===== src/rtl/serial_adder_defs.sv =====
// Shared definitions for the bit-serial adder: state encoding and default width.
package serial_adder_defs;

   localparam int unsigned DEFAULT_WIDTH = 8;

   typedef enum logic [1:0] {
      IDLE = 2'd0,
      RUN  = 2'd1,
      DONE = 2'd2
   } state_t;

endpackage


===== src/rtl/serial_adder_fa_cell.sv =====
// One-bit full adder, purely combinational; the serial datapath's only adder.
module fa_cell (
   input  logic a,
   input  logic b,
   input  logic cin,
   output logic sum,
   output logic cout
);

   assign sum  = a ^ b ^ cin;
   assign cout = (a & b) | (a & cin) | (b & cin);

endmodule


===== src/rtl/serial_adder.sv =====
// Bit-serial adder: operands are shifted LSB-first through a single full-adder
// cell, one bit per clock, and the completed result is published on done.
module serial_adder
   import serial_adder_defs::*;
#(
   parameter int unsigned WIDTH = DEFAULT_WIDTH
) (
   input  logic             clk,
   input  logic             reset,
   input  logic             start,
   input  logic [WIDTH-1:0] op_a,
   input  logic [WIDTH-1:0] op_b,
   input  logic             cin,
   output logic             busy,
   output logic             done,
   output logic [WIDTH-1:0] sum,
   output logic             cout
);

   localparam int unsigned CW = $clog2(WIDTH);

   state_t           state_q, state_d;
   logic [WIDTH-1:0] a_q, a_d;
   logic [WIDTH-1:0] b_q, b_d;
   logic [WIDTH-1:0] ps_q, ps_d;
   logic             c_q, c_d;
   logic [CW-1:0]    cnt_q, cnt_d;
   logic [WIDTH-1:0] sum_q, sum_d;
   logic             cout_q, cout_d;
   logic             cell_s, cell_c;

   fa_cell u_fa_cell (
      .a    (a_q[0]),
      .b    (b_q[0]),
      .cin  (c_q),
      .sum  (cell_s),
      .cout (cell_c)
   );

   always_comb begin
      state_d = state_q;
      a_d     = a_q;
      b_d     = b_q;
      ps_d    = ps_q;
      c_d     = c_q;
      cnt_d   = cnt_q;
      sum_d   = sum_q;
      cout_d  = cout_q;
      case (state_q)
         IDLE: begin
            if (start) begin
               a_d     = op_a;
               b_d     = op_b;
               c_d     = cin;
               cnt_d   = '0;
               state_d = RUN;
            end
         end
         RUN: begin
            a_d   = {1'b0, a_q[WIDTH-1:1]};
            b_d   = {1'b0, b_q[WIDTH-1:1]};
            ps_d  = {cell_s, ps_q[WIDTH-1:1]};
            c_d   = cell_c;
            cnt_d = cnt_q + CW'(1);
            // Last bit: publish the shifted-in value directly, not the stale ps_q.
            if (cnt_q == CW'(WIDTH - 1)) begin
               sum_d   = {cell_s, ps_q[WIDTH-1:1]};
               cout_d  = cell_c;
               state_d = DONE;
            end
         end
         DONE:    state_d = IDLE;
         default: state_d = IDLE;
      endcase
   end

   always_ff @(posedge clk) begin
      if (reset) begin
         state_q <= IDLE;
         a_q     <= '0;
         b_q     <= '0;
         ps_q    <= '0;
         c_q     <= 1'b0;
         cnt_q   <= '0;
         sum_q   <= '0;
         cout_q  <= 1'b0;
      end else begin
         state_q <= state_d;
         a_q     <= a_d;
         b_q     <= b_d;
         ps_q    <= ps_d;
         c_q     <= c_d;
         cnt_q   <= cnt_d;
         sum_q   <= sum_d;
         cout_q  <= cout_d;
      end
   end

   assign busy = (state_q == RUN) || (state_q == DONE);
   assign done = (state_q == DONE);
   assign sum  = sum_q;
   assign cout = cout_q;

endmodule


===== config.mk =====
export PLATFORM = sky130hd
export DESIGN_NAME = serial_adder
export DESIGN_NICKNAME = d
export VERILOG_FILES = /design/src/rtl/serial_adder_defs.sv /design/src/rtl/serial_adder_fa_cell.sv /design/src/rtl/serial_adder.sv
export SDC_FILE = /design/constraint.sdc
export NUM_CORES = 1
export LEC_CHECK = 0
export CELL_PAD_IN_SITES_DETAIL_PLACEMENT = 1
export CELL_PAD_IN_SITES_GLOBAL_PLACEMENT = 2
export CORE_MARGIN = 4
export CORE_UTILIZATION = 32
export DETAILED_ROUTE_END_ITERATION = 8
export GPL_TIMING_DRIVEN = 0
export PLACE_DENSITY_LB_ADDON = 0.2
export REMOVE_ABC_BUFFERS = 1
export SKIP_CTS_REPAIR_TIMING = 1
export SLEW_MARGIN = 30
export SYNTH_ARGS = -nofsm -noshare
export SYNTH_HDL_FRONTEND = slang
export SYNTH_SLANG_ARGS = --single-unit
export TNS_END_PERCENT = 30

===== constraint.sdc =====
create_clock -name clk -period 1.9 [get_ports clk]
set_input_delay 0.19 -clock clk [delete_from_list [all_inputs] [get_ports clk]]
set_output_delay 0.19 -clock clk [all_outputs]
set_load 0.02 [all_outputs]

==> results of run 1 <==
==> stage by stage <==
stage / TNS [ns] / hold slack (ns) / utilization [%] / total power, mW / setup slack [ns]
CTS: -2.13 / 0.317 / 42.9 / 2.07 / -0.167
finish: 0 / 0.321 / 43.4 / 2.04 / 0.164
global placement: -31.86 / 0.439 / 39.1 / 1.19 / -0.990
global route: 0 / 0.338 / 43.4 / 2.16 / 0.0217
detailed placement: -1.82 / 0.450 / 40.1 / 1.22 / -0.138
floorplan: -12.40 / 0.255 / - / 1.10 / -0.502
==> worst max-delay path, delay by kind of cell, from the launching register on <==
kind / cells / cell delay, ns
mux: 1 / 0.42
flops: 1 / 0.37
buf+inv: 2 / 0.30
fa+ha+maj: 1 / 0.26
simple gates: 1 / 0.17
compound gates: 1 / 0.06
==> layout by cell type, fill, tap and decap left out, types with 2 or more instances in the layout <==
master | netlist | final
ha_1 | 5 | 4
inv_1 | 3 | 3
nand3_1 | 9 | 9
bufinv_16 | 0 | 2
mux2i_1 | 23 | 23
nor2_1 | 21 | 21
nor2_2 | 3 | 3
buf_16 | 0 | 2
clkbuf_8 | 0 | 6
dfxtp_1 | 38 | 38
a21oi_1 | 14 | 14
nand3b_1 | 3 | 3
clkdlybuf4s50_1 | 0 | 28
a211oi_2 | 15 | 15
a32oi_1 | 2 | 2
nand2_1 | 13 | 13
==> worst max path at each step <==
stage                                  startpoint                  end  slack, ns  cells after the start
after floorplan           state_q[1]$_SDFFE_PP0P_  a_q[0]$_SDFFE_PP0P_      -0.50                      5
final                     state_q[1]$_SDFFE_PP0P_  a_q[0]$_SDFFE_PP0P_       0.16                      6
after CTS                 state_q[1]$_SDFFE_PP0P_  a_q[0]$_SDFFE_PP0P_      -0.17                      6
after global placement    state_q[1]$_SDFFE_PP0P_  b_q[3]$_SDFFE_PP0P_      -0.99                      5
after global routing      state_q[1]$_SDFFE_PP0P_  a_q[0]$_SDFFE_PP0P_       0.02                      6
after detailed placement  state_q[1]$_SDFFE_PP0P_  a_q[0]$_SDFFE_PP0P_      -0.14                      6
==> Yosys cell counts, drive strengths merged <==
library cell,number
nor2b,1
nand2b,1
inv,3
a211oi,16
clkbuf,4
ha,5
buf,9
nor2,24
dfxtp,38
nand2,13
a21oi,14
nand3b,3
mux2i,23
a32oi,2
nand3,9
nor3,1
or2b,1
fa,1
mux2,1
==> state kept, by name (all words and copies together), names as in the netlist <==
| name | count |
|---|---|
| sum | 8 |
| ps_q | 7 |
| a_q | 8 |
| cout | 1 |
| cnt_q | 3 |
| c_q | 1 |
| b_q | 8 |
| state_q | 2 |
==> metal layers <==
metal	GRT usage, %	vias to the layer above	routed length [µm]
li1	-	638	-
met1	12.9	573	1410
met2	20.9	29	1670
met3	4.21	5	185
met4	3.72	0	42
met5	0	-	0
==> layout make-up <==
cell class / count / area (µm²) / area share (%)
well taps: 70 / 87.6 / 3.93
clock buffers: 6 / 82.6 / 3.71
multi-input cells: 115 / 873 / 39.2
clock inverters: 2 / 60.1 / 2.70
repair buffers: 32 / 353 / 15.8
flip-flops and latches: 38 / 761 / 34.1
inverters: 3 / 11.3 / 0.505
==> power groups by stage <==
| stage | Combinational [mW] | Clock [mW] | Sequential [mW] |
|---|---|---|---|
| floorplan | 0.213 | 0 | 0.885 |
| global placement | 0.301 | 0 | 0.890 |
| detailed placement | 0.327 | 0 | 0.891 |
| CTS | 0.328 | 0.871 | 0.872 |
| global route | 0.366 | 0.912 | 0.880 |
| finish | 0.329 | 0.842 | 0.873 |
==> kinds of logic (layout without fill, tap and decap cells) <==
family          count (synthesis)  after routing  share of synthesized area, %
simple gates                   53             53                          13.9
fa+ha+maj                       6              6                          4.81
compound gates                 32             32                          16.5
mux                            24             24                          14.3
flops                          38             38                          44.3
buf+inv                        16             43                          6.13
==> results.toml, run 1 <==
[setup_path]
capture_instance_of_the_worst_register_to_register_path = "a_q[0]$_SDFFE_PP0P_"
slowest_delay_ns = 0.42
cp_data_arrival_time_ns = 1.89
cp-start-kind = "flip-flop"
required_ns = 2.06
timing.critical_path.fanout_max = 32
timing.rr.start = "state_q[1]$_SDFFE_PP0P_"
timing.setup.critical_path_class = "reg -> reg"
setup.reg_to_reg.worst_slack_ns = 0.16
r2r.worst_path.cells = 6
crit_path_cell_trace = "inv_1 > ha_4 > buf_16 > mux2_8 > nor2_1 > a211oi_2"
crit_slowest_cell = "mux2_8"
end_kind = "flip-flop"

[place]
finalWeightedCongestion = 0.682
port-buffer-count = 30
placed_cells = 258
place_area_um2 = 2060
detailedPlacementHpwl_um = 2440

[clock_tree]
cts_made_buffers = 5
cts.clk_slew.worst_paths_ns = 0.08
clock_tree.buffer_depth = 2
clock_root_cell = "clkbuf_8"
htree_levels = 2
clock_sink_count = 38
cts_tree = "yes"
insertion_delay_ns = 0.29

[power_and_ir_drop]
combinationalPowerShare_pct = 16.1
power.share.clock_pct = 41.2
switching_power_mw = 0.476
internal_power_mw = 1.57
peakVddDrop_v = 0.000400
leakage_nw = 0.807
p_per_area_nw_per_um2 = 917
seqPwrFrac_pct = 42.7
sw_frac_of_total_pct = 23.3

[synth]
area_leader_netlist = "dfxtp_1"
number_of_flip_flops_and_latches_in_the_synthesized_netlist = 38
ys_seq_area_share_pct = 44.3
synthesis.area_um2 = 1720
synth.top_cell.area_share_pct = 44.3
gate_count_post_synth = 169
yosys_warnings = 0
synth_top_cells_by_area = "dfxtp_1 (44%), mux2i_1 (13%), a211oi_2 (11%), nor2_1 (4.6%), a21oi_1 (4.1%)"
unique_cell_type_count_in_the_yosys_netlist = 23
average_size_of_a_mapped_cell_um2 = 10.2

[route]
post_drt_wl_per_cell_um = 12.4
vias_per_cell = 4.68
antenna_left = 0
detail_route.drc_violations = 0
finalWirelength_um = 3310
drt-initial-drc-count = 24
first_pass_iters = 4
routed-via-count = 1245

[layout]
synthToLayoutAreaGrowth_pct = 29.9
number_of_diodes_added_for_antenna_fixing = 0
final_net_count = 221
final_area_um2 = 2230
post_layout_nonfiller_instances = 266
fillerInstances = 597
post_route_cells_drive_above_1_share_pct = 15.8

[die]
rows = 26
design.portCount = 31
dieWidth_um = 81.2
dieHeight_um = 81.2
start_util_pct = 33.4
fp.dieArea_um2 = 6600
coreArea_um2 = 5140

[timing]
setup_violations = 0
finalWorstPathRequiredPeriod_ns = 1.74
period_share_pct = 91.4
max-slew-margin-rel_pct = 69.5
max_clock_freq_mhz = 576
final_max_slew_viol_count = 0
tightest_slew_ns = 0.445
grt_setup_unrepaired = "no"
report.final.hold_viol_count = 0
final.setup_skew_ns = 0.00391

[global_routing]
antenna_violations_before_repair = 0
grt_start_max_net_pins = 33
grtUsageTotal_pct = 11.7
first_global_vias = 1330
global_route_wire_length_before_repair_um = 6000
overflow_after_grt = 0

[run]
drv_cap = 0

[worst_hold_path]
hold-path-endpoint = "ps_q[2]$_SDFFE_PP0P_"
min-delay-start = "reset"
hold_class = "in -> reg"
holdPathStages = 2

[status]
status = "complete, no violations"
No activity file was read; power rests on OpenSTA's default activity.
==> run 2, diff against run 1 <==
PLACE_DENSITY_LB_ADDON = 0.1   (was 0.2)
==> results.toml, run 2 (synthesized netlist as in run 1, its figures left out) <==
[place]
detailedPlacementHpwl_um = 2460
port-buffer-count = 30
finalWeightedCongestion = 0.695
place_area_um2 = 2060
placed_cells = 258

[layout]
mostFrequentLayoutCell = "dfxtp_1"
post_layout_nonfiller_instances = 266
post_route_cells_drive_above_1_share_pct = 15.8
final_net_count = 221
mostFrequentLayoutCells = "dfxtp_1 (38), clkdlybuf4s50_1 (28), mux2i_1 (23)"
number_of_diodes_added_for_antenna_fixing = 0
synthToLayoutAreaGrowth_pct = 26.9
final_area_um2 = 2180

[clock_tree]
clock_tree.buffer_depth = 2
cts_tree = "yes"
clock_sink_count = 38
clock_root_cell = "clkbuf_8"
cts_made_buffers = 5
cts.clk_slew.worst_paths_ns = 0.07
insertion_delay_ns = 0.29
htree_levels = 2

[power_and_ir_drop]
leakage_nw = 0.784
internal_power_mw = 1.30
switching_power_mw = 0.464
seqPwrFrac_pct = 49.6
power.share.clock_pct = 31.9
combinationalPowerShare_pct = 18.5
sw_frac_of_total_pct = 26.3
peakVddDrop_v = 0.000337
p_per_area_nw_per_um2 = 811

[route]
finalWirelength_um = 3290
antenna_left = 0
first_pass_iters = 4
drt-initial-drc-count = 42
post_drt_wl_per_cell_um = 12.4
routed-via-count = 1240
vias_per_cell = 4.66
detail_route.drc_violations = 0

[setup_path]
end_kind = "flip-flop"
required_ns = 2.11
timing.critical_path.fanout_max = 32
timing.setup.critical_path_class = "reg -> reg"
cp-start-kind = "flip-flop"
cp_data_arrival_time_ns = 1.91

[die]
fp.dieArea_um2 = 6600
start_util_pct = 33.4
design.portCount = 31
dieWidth_um = 81.2
dieHeight_um = 81.2
coreArea_um2 = 5140
rows = 26

[status]
status = "complete, no violations"

[global_routing]
overflow_after_grt = 0
antenna_violations_before_repair = 0
global_route_wire_length_before_repair_um = 5740
grt_start_max_net_pins = 33
grtUsageTotal_pct = 11.3
first_global_vias = 1253

[timing]
grt_setup_unrepaired = "no"
finalWorstPathRequiredPeriod_ns = 1.70
setup_violations = 0
period_share_pct = 89.6
report.final.hold_viol_count = 0
tightest_slew_ns = 0.447
max_clock_freq_mhz = 588
final_max_slew_viol_count = 0
final.setup_skew_ns = 0.00736
max-slew-margin-rel_pct = 69.4

[run]
drv_cap = 0

[worst_hold_path]
hold_class = "in -> reg"
==> run 2: cell count changes in the layout (fill, tap and decap cells not counted), sizes merged <==
cell,before,now
bufinv,2,0
clkbuf,6,7
clkinv,0,1
==> run 2: final cells by class <==
class / count / area (µm²)
multi-input cells: 115 / 873
well taps: 70 / 87.6
inverters: 3 / 11.3
fillers: 610 / 2960
flip-flops and latches: 38 / 761
clock buffers: 7 / 86.3
clock inverters: 1 / 5.00
repair buffers: 32 / 353
==> run 2: metrics by stage <==
step | setup TNS, ns | util, % | worst slack, ns | hold WS (ns) | power (mW)
after floorplan | -12.40 | - | -0.502 | 0.255 | 1.10
after global placement | -32.92 | 39.1 | -1.02 | 0.439 | 1.19
after detailed placement | -2.39 | 40.1 | -0.172 | 0.448 | 1.22
after CTS | -2.55 | 41.9 | -0.192 | 0.338 | 1.79
after global routing | 0 | 42.4 | 0.0393 | 0.356 | 1.87
final | 0 | 42.4 | 0.198 | 0.339 | 1.76
==> run 2: metal layers <==
metal  track usage, %  vias to the layer above  share of wire, %
met1             12.1                      577                40
li1                 -                      635                 -
met5                0                        -                 0
met2             20.5                       23                54
met4             4.05                        0               1.6
met3             3.77                        5               4.6
==> run 2: worst max-delay path, stage by stage (launching register included) <==
cell and delay (ns):
dfxtp_1 0.34, inv_2 0.09, ha_4 0.33, buf_16 0.21, mux2_8 0.34, nor2_1 0.08
a211oi_2 0.21
==> run 2: path summary, 6_finish.rpt <==
kind / start / endpoint / cells past startpoint / slack [ns]
max reg2reg: state_q[1]$_SDFFE_PP0P_ / a_q[0]$_SDFFE_PP0P_ / 6 / 0.20
min: reset / ps_q[3]$_SDFFE_PP0P_ / 2 / 0.34
max: state_q[1]$_SDFFE_PP0P_ / a_q[0]$_SDFFE_PP0P_ / 6 / 0.20
min reg2reg: sum[6]$_SDFFE_PP0P_ / sum[6]$_SDFFE_PP0P_ / 2 / 0.45
==> run 2: power by group through the flow <==
stage | sequential, mW | clock, mW | combinational (mW)
finish | 0.875 | 0.563 | 0.327
global route | 0.882 | 0.631 | 0.357
CTS | 0.875 | 0.593 | 0.326
detailed placement | 0.893 | 0 | 0.325
global placement | 0.890 | 0 | 0.302
floorplan | 0.885 | 0 | 0.213
